===== config.mk =====
export PLATFORM = sky130hd
export DESIGN_NAME = m68k_bus_initiator
export DESIGN_NICKNAME = d
export VERILOG_FILES = /design/src/rtl/m68k_bus_pkg.sv /design/src/rtl/m68k_strobe_gen.sv /design/src/rtl/m68k_bus_initiator.sv
export SDC_FILE = /design/constraint.sdc
export NUM_CORES = 1
export LEC_CHECK = 0
export ABC_AREA = 1
export CAP_MARGIN = 20
export CORE_AREA = 2 2 81 83
export DETAILED_ROUTE_END_ITERATION = 7
export DIE_AREA = 0 0 83 85
export PLACE_DENSITY_LB_ADDON = 0.3
export SYNTH_ARGS = -nofsm -noshare
export SYNTH_HDL_FRONTEND = slang
export SYNTH_HIERARCHICAL = 1
export SYNTH_SLANG_ARGS = --single-unit

===== constraint.sdc =====
create_clock -name CLK_68KCLK -period 2.4 [get_ports CLK_68KCLK]
set_clock_uncertainty 0.15 [all_clocks]
set_input_delay 0.6 -clock CLK_68KCLK [delete_from_list [all_inputs] [get_ports CLK_68KCLK]]
set_output_delay 0.6 -clock CLK_68KCLK [all_outputs]
set_load 0.02 [all_outputs]

===== src/rtl/m68k_bus_pkg.sv =====
// Shared types for the 68000-style bus initiator: FSM states, byte-enable codes, default timeout.
// Timeout abort is only compiled in with the BUS_TIMEOUT_EN macro; no latency or backpressure of its own.
package m68k_bus_pkg;

   typedef enum logic [2:0] {
      IDLE,
      ADDR,
      STROBE,
      WAIT,
      DONE
   } state_t;

   localparam logic [1:0] BE_NONE  = 2'b00;
   localparam logic [1:0] BE_LOWER = 2'b01;
   localparam logic [1:0] BE_UPPER = 2'b10;
   localparam logic [1:0] BE_BOTH  = 2'b11;

   localparam int TIMEOUT_CYCLES_DEF = 15;
   localparam int WAIT_CNT_W         = 5;

   // An empty byte-enable mask would produce a cycle with no data strobe, so it means "both".
   function automatic logic [1:0] be_norm(input logic [1:0] be);
      return (be == BE_NONE) ? BE_BOTH : be;
   endfunction

endpackage


===== src/rtl/m68k_strobe_gen.sv =====
// Combinational strobe decode: nAS/nUDS/nLDS and data output enable from state, RW and byte enables.
// Zero latency; no flow control, outputs follow the state register directly so reset releases them at once.
module m68k_strobe_gen
   import m68k_bus_pkg::*;
(
   input  state_t     state,
   input  logic       rw,
   input  logic [1:0] be,
   output logic       n_as,
   output logic       n_uds,
   output logic       n_lds,
   output logic       doe
);

   logic as_act;
   logic ds_act;

   always_comb begin
      as_act = (state == STROBE) || (state == WAIT);
      // Writes hold data strobes back one cycle so the data has settled before nUDS/nLDS fall.
      ds_act = (state == WAIT) || ((state == STROBE) && rw);
      n_as   = ~as_act;
      n_uds  = ~(ds_act && be[1]);
      n_lds  = ~(ds_act && be[0]);
      doe    = ~rw && ((state == ADDR) || (state == STROBE) || (state == WAIT));
   end

endmodule


===== src/rtl/m68k_bus_initiator.sv =====
// 68000-style bus master: REQ/ACK port in, pin-level bus cycle out; optional timeout abort with BUS_TIMEOUT_EN.
// ACK 4 cycles after the request cycle plus one per nDTACK=1 sample; REQ is held until ACK/BERR, one request in flight.
module m68k_bus_initiator
   import m68k_bus_pkg::*;
#(
   parameter int TIMEOUT_CYCLES = TIMEOUT_CYCLES_DEF,
   parameter int ADDR_W         = 23
) (
   input  logic              CLK_68KCLK,
   input  logic              nRESET,
   input  logic              REQ,
   input  logic              REQ_WR,
   input  logic [ADDR_W-1:0] REQ_ADDR,
   input  logic [1:0]        REQ_BE,
   input  logic [15:0]       REQ_WDATA,
   output logic              ACK,
   output logic              BERR,
   output logic [15:0]       RDATA,
   output logic              BUSY,
   output logic [ADDR_W-1:0] M68K_ADDR,
   output logic [15:0]       M68K_DOUT,
   output logic              M68K_DOE,
   input  logic [15:0]       M68K_DIN,
   output logic              nAS,
   output logic              nUDS,
   output logic              nLDS,
   output logic              RW,
   input  logic              nDTACK
);

   if (TIMEOUT_CYCLES < 1 || TIMEOUT_CYCLES > 31) begin : g_bad_timeout
      $error("TIMEOUT_CYCLES must lie within the 5-bit wait counter range 1..31");
   end

   state_t                  state_q, state_d;
   logic [ADDR_W-1:0]       addr_q, addr_d;
   logic                    wr_q, wr_d;
   logic [1:0]              be_q, be_d;
   logic [15:0]             wdata_q, wdata_d;
   logic [15:0]             rdata_q, rdata_d;
   logic [WAIT_CNT_W-1:0]   cnt_q, cnt_d;
   logic                    berr_q, berr_d;

`ifdef BUS_TIMEOUT_EN
   logic                    to_hit;
   assign to_hit = (int'(cnt_q) + 1) >= TIMEOUT_CYCLES;
`endif

   always_comb begin
      state_d = state_q;
      addr_d  = addr_q;
      wr_d    = wr_q;
      be_d    = be_q;
      wdata_d = wdata_q;
      rdata_d = rdata_q;
      cnt_d   = cnt_q;
      berr_d  = berr_q;
      case (state_q)
         IDLE: begin
            cnt_d  = '0;
            berr_d = 1'b0;
            if (REQ) begin
               addr_d  = REQ_ADDR;
               wr_d    = REQ_WR;
               be_d    = be_norm(REQ_BE);
               wdata_d = REQ_WDATA;
               state_d = ADDR;
            end
         end
         ADDR:   state_d = STROBE;
         STROBE: state_d = WAIT;
         WAIT: begin
            if (!nDTACK) begin
               state_d = DONE;
               if (!wr_q) rdata_d = M68K_DIN;
            end else begin
               if (cnt_q != '1) cnt_d = cnt_q + 1'b1;
`ifdef BUS_TIMEOUT_EN
               if (to_hit) begin
                  state_d = DONE;
                  berr_d  = 1'b1;
               end
`endif
            end
         end
         DONE: begin
            state_d = IDLE;
            berr_d  = 1'b0;
         end
         default: state_d = IDLE;
      endcase
   end

   always_ff @(posedge CLK_68KCLK or negedge nRESET) begin
      if (!nRESET) begin
         state_q <= IDLE;
         addr_q  <= '0;
         wr_q    <= 1'b0;
         be_q    <= '0;
         wdata_q <= '0;
         rdata_q <= '0;
         cnt_q   <= '0;
         berr_q  <= 1'b0;
      end else begin
         state_q <= state_d;
         addr_q  <= addr_d;
         wr_q    <= wr_d;
         be_q    <= be_d;
         wdata_q <= wdata_d;
         rdata_q <= rdata_d;
         cnt_q   <= cnt_d;
         berr_q  <= berr_d;
      end
   end

   // RW is forced high in IDLE so a reset or a finished cycle leaves the bus in read direction.
   assign RW        = (state_q == IDLE) ? 1'b1 : ~wr_q;
   assign BUSY      = (state_q != IDLE);
   assign ACK       = (state_q == DONE) && !berr_q;
`ifdef BUS_TIMEOUT_EN
   assign BERR      = (state_q == DONE) && berr_q;
`else
   assign BERR      = 1'b0;
`endif
   assign RDATA     = rdata_q;
   assign M68K_ADDR = addr_q;
   assign M68K_DOUT = wdata_q;

   m68k_strobe_gen u_strobe (
      .state (state_q),
      .rw    (RW),
      .be    (be_q),
      .n_as  (nAS),
      .n_uds (nUDS),
      .n_lds (nLDS),
      .doe   (M68K_DOE)
   );

endmodule


* Yosys cells after proc, flatten, opt, wreduce, memory -nomap -nowiden
Index checks and enable logic that the tools add are counted.
** Storage, ports and cells
- Bits in registers :: 61
- Logic and storage cells :: 37
** Operators by class
- Equality and inequality tests :: 6
- Mux-type cells :: 5
- Bitwise logic cells :: 6
- Reductions and logical operators :: 14
** Operators by type and width (count)
- $pmux 3 s4 :: 1
- $eq 3x2->1 const B :: 2
- $mux 3 :: 2
- $not 1->1 :: 6
- $logic_and 1x1->1 :: 4
- $logic_or 1x1->1 :: 4
- $ne 2x2->1 const B :: 2
- $reduce_and 2->1 :: 2
- $eq 3x1->1 const B :: 1
- $eq 3x3->1 const B :: 1
- $logic_not 3->1 :: 1
- $reduce_and 3->1 :: 1
- $reduce_bool 3->1 :: 1
- $logic_not 2->1 :: 1
- $mux 2 :: 1
- $mux 1 :: 1

* Depth between registers and ports, before layout
- Word-level depth :: 6
- Gate-level depth with buffers :: 6

* By module
Netlist, hierarchy kept.
** By module, submodules not included
- m68k_bus_initiator :: instances 1, cells an instance 274, area an instance 2611.3 um^2
- m68k_strobe_gen :: instances 1, cells an instance 11, area an instance 48.8 um^2

* Worst setup path before layout
No wires, ideal clock.
- Path type :: register -> output
- Start point :: register state_q[2]
- End point :: output M68K_DOE
- Data arrival time :: 1.473 ns
- Setup slack :: 0.177 ns
- Cell stages (with the launch flop) :: 6
- Path through :: dfrtp_1 nor2_2 nand2_1 nand2_1 or2_1 nor2_1
** Between the ends
- Word-level cells in the longest chain between the ends :: 4
** RTL lines
- start: declaration :: line m68k_bus_initiator.sv:35 : state_t state_q, state_d;
- start signal: assignment :: line m68k_bus_initiator.sv:105 : state_q <= state_d;
- $logic_not 3->1 :: line m68k_bus_initiator.sv:117 : assign RW = (state_q == IDLE) ? 1'b1 : ~wr_q;
- $mux 1 :: line m68k_bus_initiator.sv:117
- net RW :: line m68k_bus_initiator.sv:27 : output logic RW,
- $not 1->1 :: line m68k_strobe_gen.sv:25 : doe = ~rw && ((state == ADDR) || (state == STROBE) || (state == WAIT));
- $logic_and 1x1->1 :: line m68k_strobe_gen.sv:25
- end: declaration :: line m68k_bus_initiator.sv:22 : output logic M68K_DOE,
The timed path passes the listed nets, and every way through them passes these cells.

* Final worst setup path
- Start point :: register state_q[1]
- End point :: output ACK
** Between the ends
- Word-level cells in the longest chain between the ends :: 1
** RTL lines
- $eq 3x3->1
- end: declaration :: line m68k_bus_initiator.sv:16 : output logic ACK,
Every way passes these cells.

==> out/qor.csv <==
metric,value,unit
status,"finished, final reports clean",
slew_viol_final,0,
r2r_cells,5,
critPathBufInv,2,
max-cap-violations,0,
rsz0062_at_grt,no,
cp.depth,4,
period_needed,2.29,ns
grt_pass1_wl,10.1,mm
ys_warn_count,6,
worstPathMaxFanout,4,
drt-vias-per-instance,4.59,
core,0.00620,mm2
syn_nets,347,
die_x,83,um
hold_path.class,in -> async,
synth_area_per_cell,9.33,um2
dr.pass1.iters,4,
grt_pass1_vias,2133,
setup.worst_path.end_class,output port,
slowest_delay,0.38,ns
setup_tns,0,ns
worst_pin_slew,0.656,ns
r2r_start,state_q[2],
wl,6.12,mm
track_usage,0.180,
antenna_found_initial,0,
place_area,0.00397,mm2
io_buffers,123,
ys_ff_latch,61,
ctsHoldBuffers,0,
cp.arrival,1.54,ns
ios,125,
slew_headroom,0.563,
dp_hpwl,4.45,mm
route.detailed.drc,0,
power,0.00527,W
place_congestion,0.826,
start_util,0.429,
std_cell_rows,29,
final_hold_viol_count,0,
leakagePower,2.05,nW
via_count,2264,
clockBufferDepth,2,
final_antenna_net_count,0,
mappedNetlistArea,0.00266,mm2
synthCells,285,
grt_max_degree,45,
max_freq,437,MHz
r2r_end,RDATA[12],
diodes,0,
die_area,0.00706,mm2
required,1.65,ns
drive_gt1_frac,0.135,
crit_family,buffers and inverters,
cellPowerDensity,1280,mW/mm2
reg2reg_slack,0.75,ns
clkSinkCount,61,
fin_area,0.00412,mm2
cp_slowest_cell,dfrtp_1,
wire_per_inst,12.4,um
cts-root-buf,clkbuf_8,
cts_buffers,9,
globalRouteOverflowTotal,0,
nFillCells,520,
irDropWorstVdd,731,uV
startpoint_type,flip-flop,
critical_path.cell_chain,buf_4 -> or2_2 -> nor2_1 -> clkdlybuf4s15_1,
tritoncts,yes,
fin_nets,475,
ys_seq_area_frac,0.574,
crit_start,state_q[1],
dr.first_iter.drc_count,92,
finish.utilization,0.664,
crit_end,ACK,
worstSetupPathType,reg -> out,
clk_pin_slew,0.07,ns
synth.distinct_cells,24,
h-tree-depth,3,
die_h,85,um
clock_latency,0.32,ns
finalSetupViolCount,0,
area_growth,54.9,%
final_min_period_over_clock_period,0.954,
## state kept, by name (all words and copies together) (netlist names)
register	count
be_q	2
state_q	3
M68K_ADDR	23
wr_q	1
RDATA	16
M68K_DOUT	16
## timing repair
action                                  in CTS  in global routing
resized for setup                            6                  9
endpoints found under the setup margin       5                  6
buffers inserted                             0                  0
hold endpoints to repair                     0                  0
## synthesized netlist by cell type
master / instances / area (um2)
o21ai_2: 22 / 193
clkinv_1: 1 / 3.75
clkbuf_1: 3 / 11.3
nand2_2: 1 / 6.26
inv_2: 1 / 3.75
or2_1: 1 / 6.26
nor2_1: 5 / 18.8
o21ai_1: 20 / 100
nand4_1: 16 / 100
nor2_2: 2 / 12.5
nor3_1: 1 / 5.00
buf_2: 1 / 5.00
nand2_1: 81 / 304
buf_4: 2 / 15.0
nand3b_1: 1 / 7.51
conb_1: 1 / 3.75
nand3_4: 1 / 17.5
nand3_2: 1 / 10.0
or2_2: 1 / 6.26
dfrtp_1: 61 / 1530
inv_1: 50 / 188
nor2_4: 1 / 11.3
buf_6: 8 / 90.1
nand3_1: 3 / 15.0
## power by group
group	leakage (nW)	internal, W	switching [W]
clock network	0.0881	0.000416	0.000358
registers	0.764	0.00150	0.000256
logic	1.20	0.00125	0.00148
total	2.05	0.00317	0.00209
## cell type report
class / count / area [um2] / share of cell area
flip-flops and latches: 61 / 1530 / 0.371
clock inverters: 2 / 10.0 / 0.00243
inverters: 52 / 195 / 0.0474
repair buffers: 131 / 1310 / 0.318
well taps: 77 / 96.3 / 0.0234
multi-input cells: 158 / 825 / 0.200
clock buffers: 12 / 155 / 0.0376
## worst min path at each step
stage	slack, ns	depth (start not counted)	to	start
2_1_floorplan	0.15	0	M68K_ADDR[0]	nRESET
3_3_place_gp	0.30	2	RDATA[10]	RDATA[10]
4_1_cts	0.15	1	M68K_ADDR[19]	nRESET
6_report	0.15	1	M68K_ADDR[18]	nRESET
3_5_place_dp	0.31	2	RDATA[11]	RDATA[11]
5_1_grt	0.18	1	M68K_ADDR[18]	nRESET
## worst reg2reg max path: stages (launching register included)
cell	delay, ns
dfrtp_1	0.39
buf_4	0.16
nor2_4	0.37
nand3_4	0.28
nand2_1	0.12
nand2_1	0.06
## stage by stage
step | hold WS [ns] | std cells | setup WS (ns)
4_1_cts | 0.155 | 493 | 0.0129
3_5_place_dp | 0.308 | 479 | 0.0713
2_1_floorplan | 0.154 | 285 | 0.177
3_3_place_gp | 0.304 | 479 | 0.133
6_report | 0.154 | 493 | 0.109
5_1_grt | 0.176 | 493 | 0.0277
## cell usage in the layout (no fill, tap or decap), drive strengths merged, types with 2 or more instances in the layout
| master | n |
|---|---|
| buf | 9 |
| clkbuf | 15 |
| clkdlybuf4s50 | 115 |
| clkinv | 3 |
| dfrtp | 61 |
| dlymetal6s2s | 2 |
| inv | 51 |
| nand2 | 82 |
| nand3 | 5 |
| nand4 | 16 |
| nor2 | 8 |
| o21ai | 42 |
| or2 | 2 |
## logic make-up after synthesis
kind of cell,Yosys count,share of synthesized area
buffers and inverters,66,0.119
AND/OR/NAND/NOR,115,0.196
flip-flops,61,0.574
AO/OA/AOI/OAI,42,0.110
other,1,0.00141
## metal layers
metal | up-vias | track usage | part of all wire
li1 | 1137 | - | -
met1 | 1028 | 0.224 | 0.46
met2 | 91 | 0.281 | 0.45
met3 | 8 | 0.0895 | 0.083
met4 | 0 | 0.0477 | 0.011
met5 | - | 0 | 0
(Power assumes the default switching activity.)
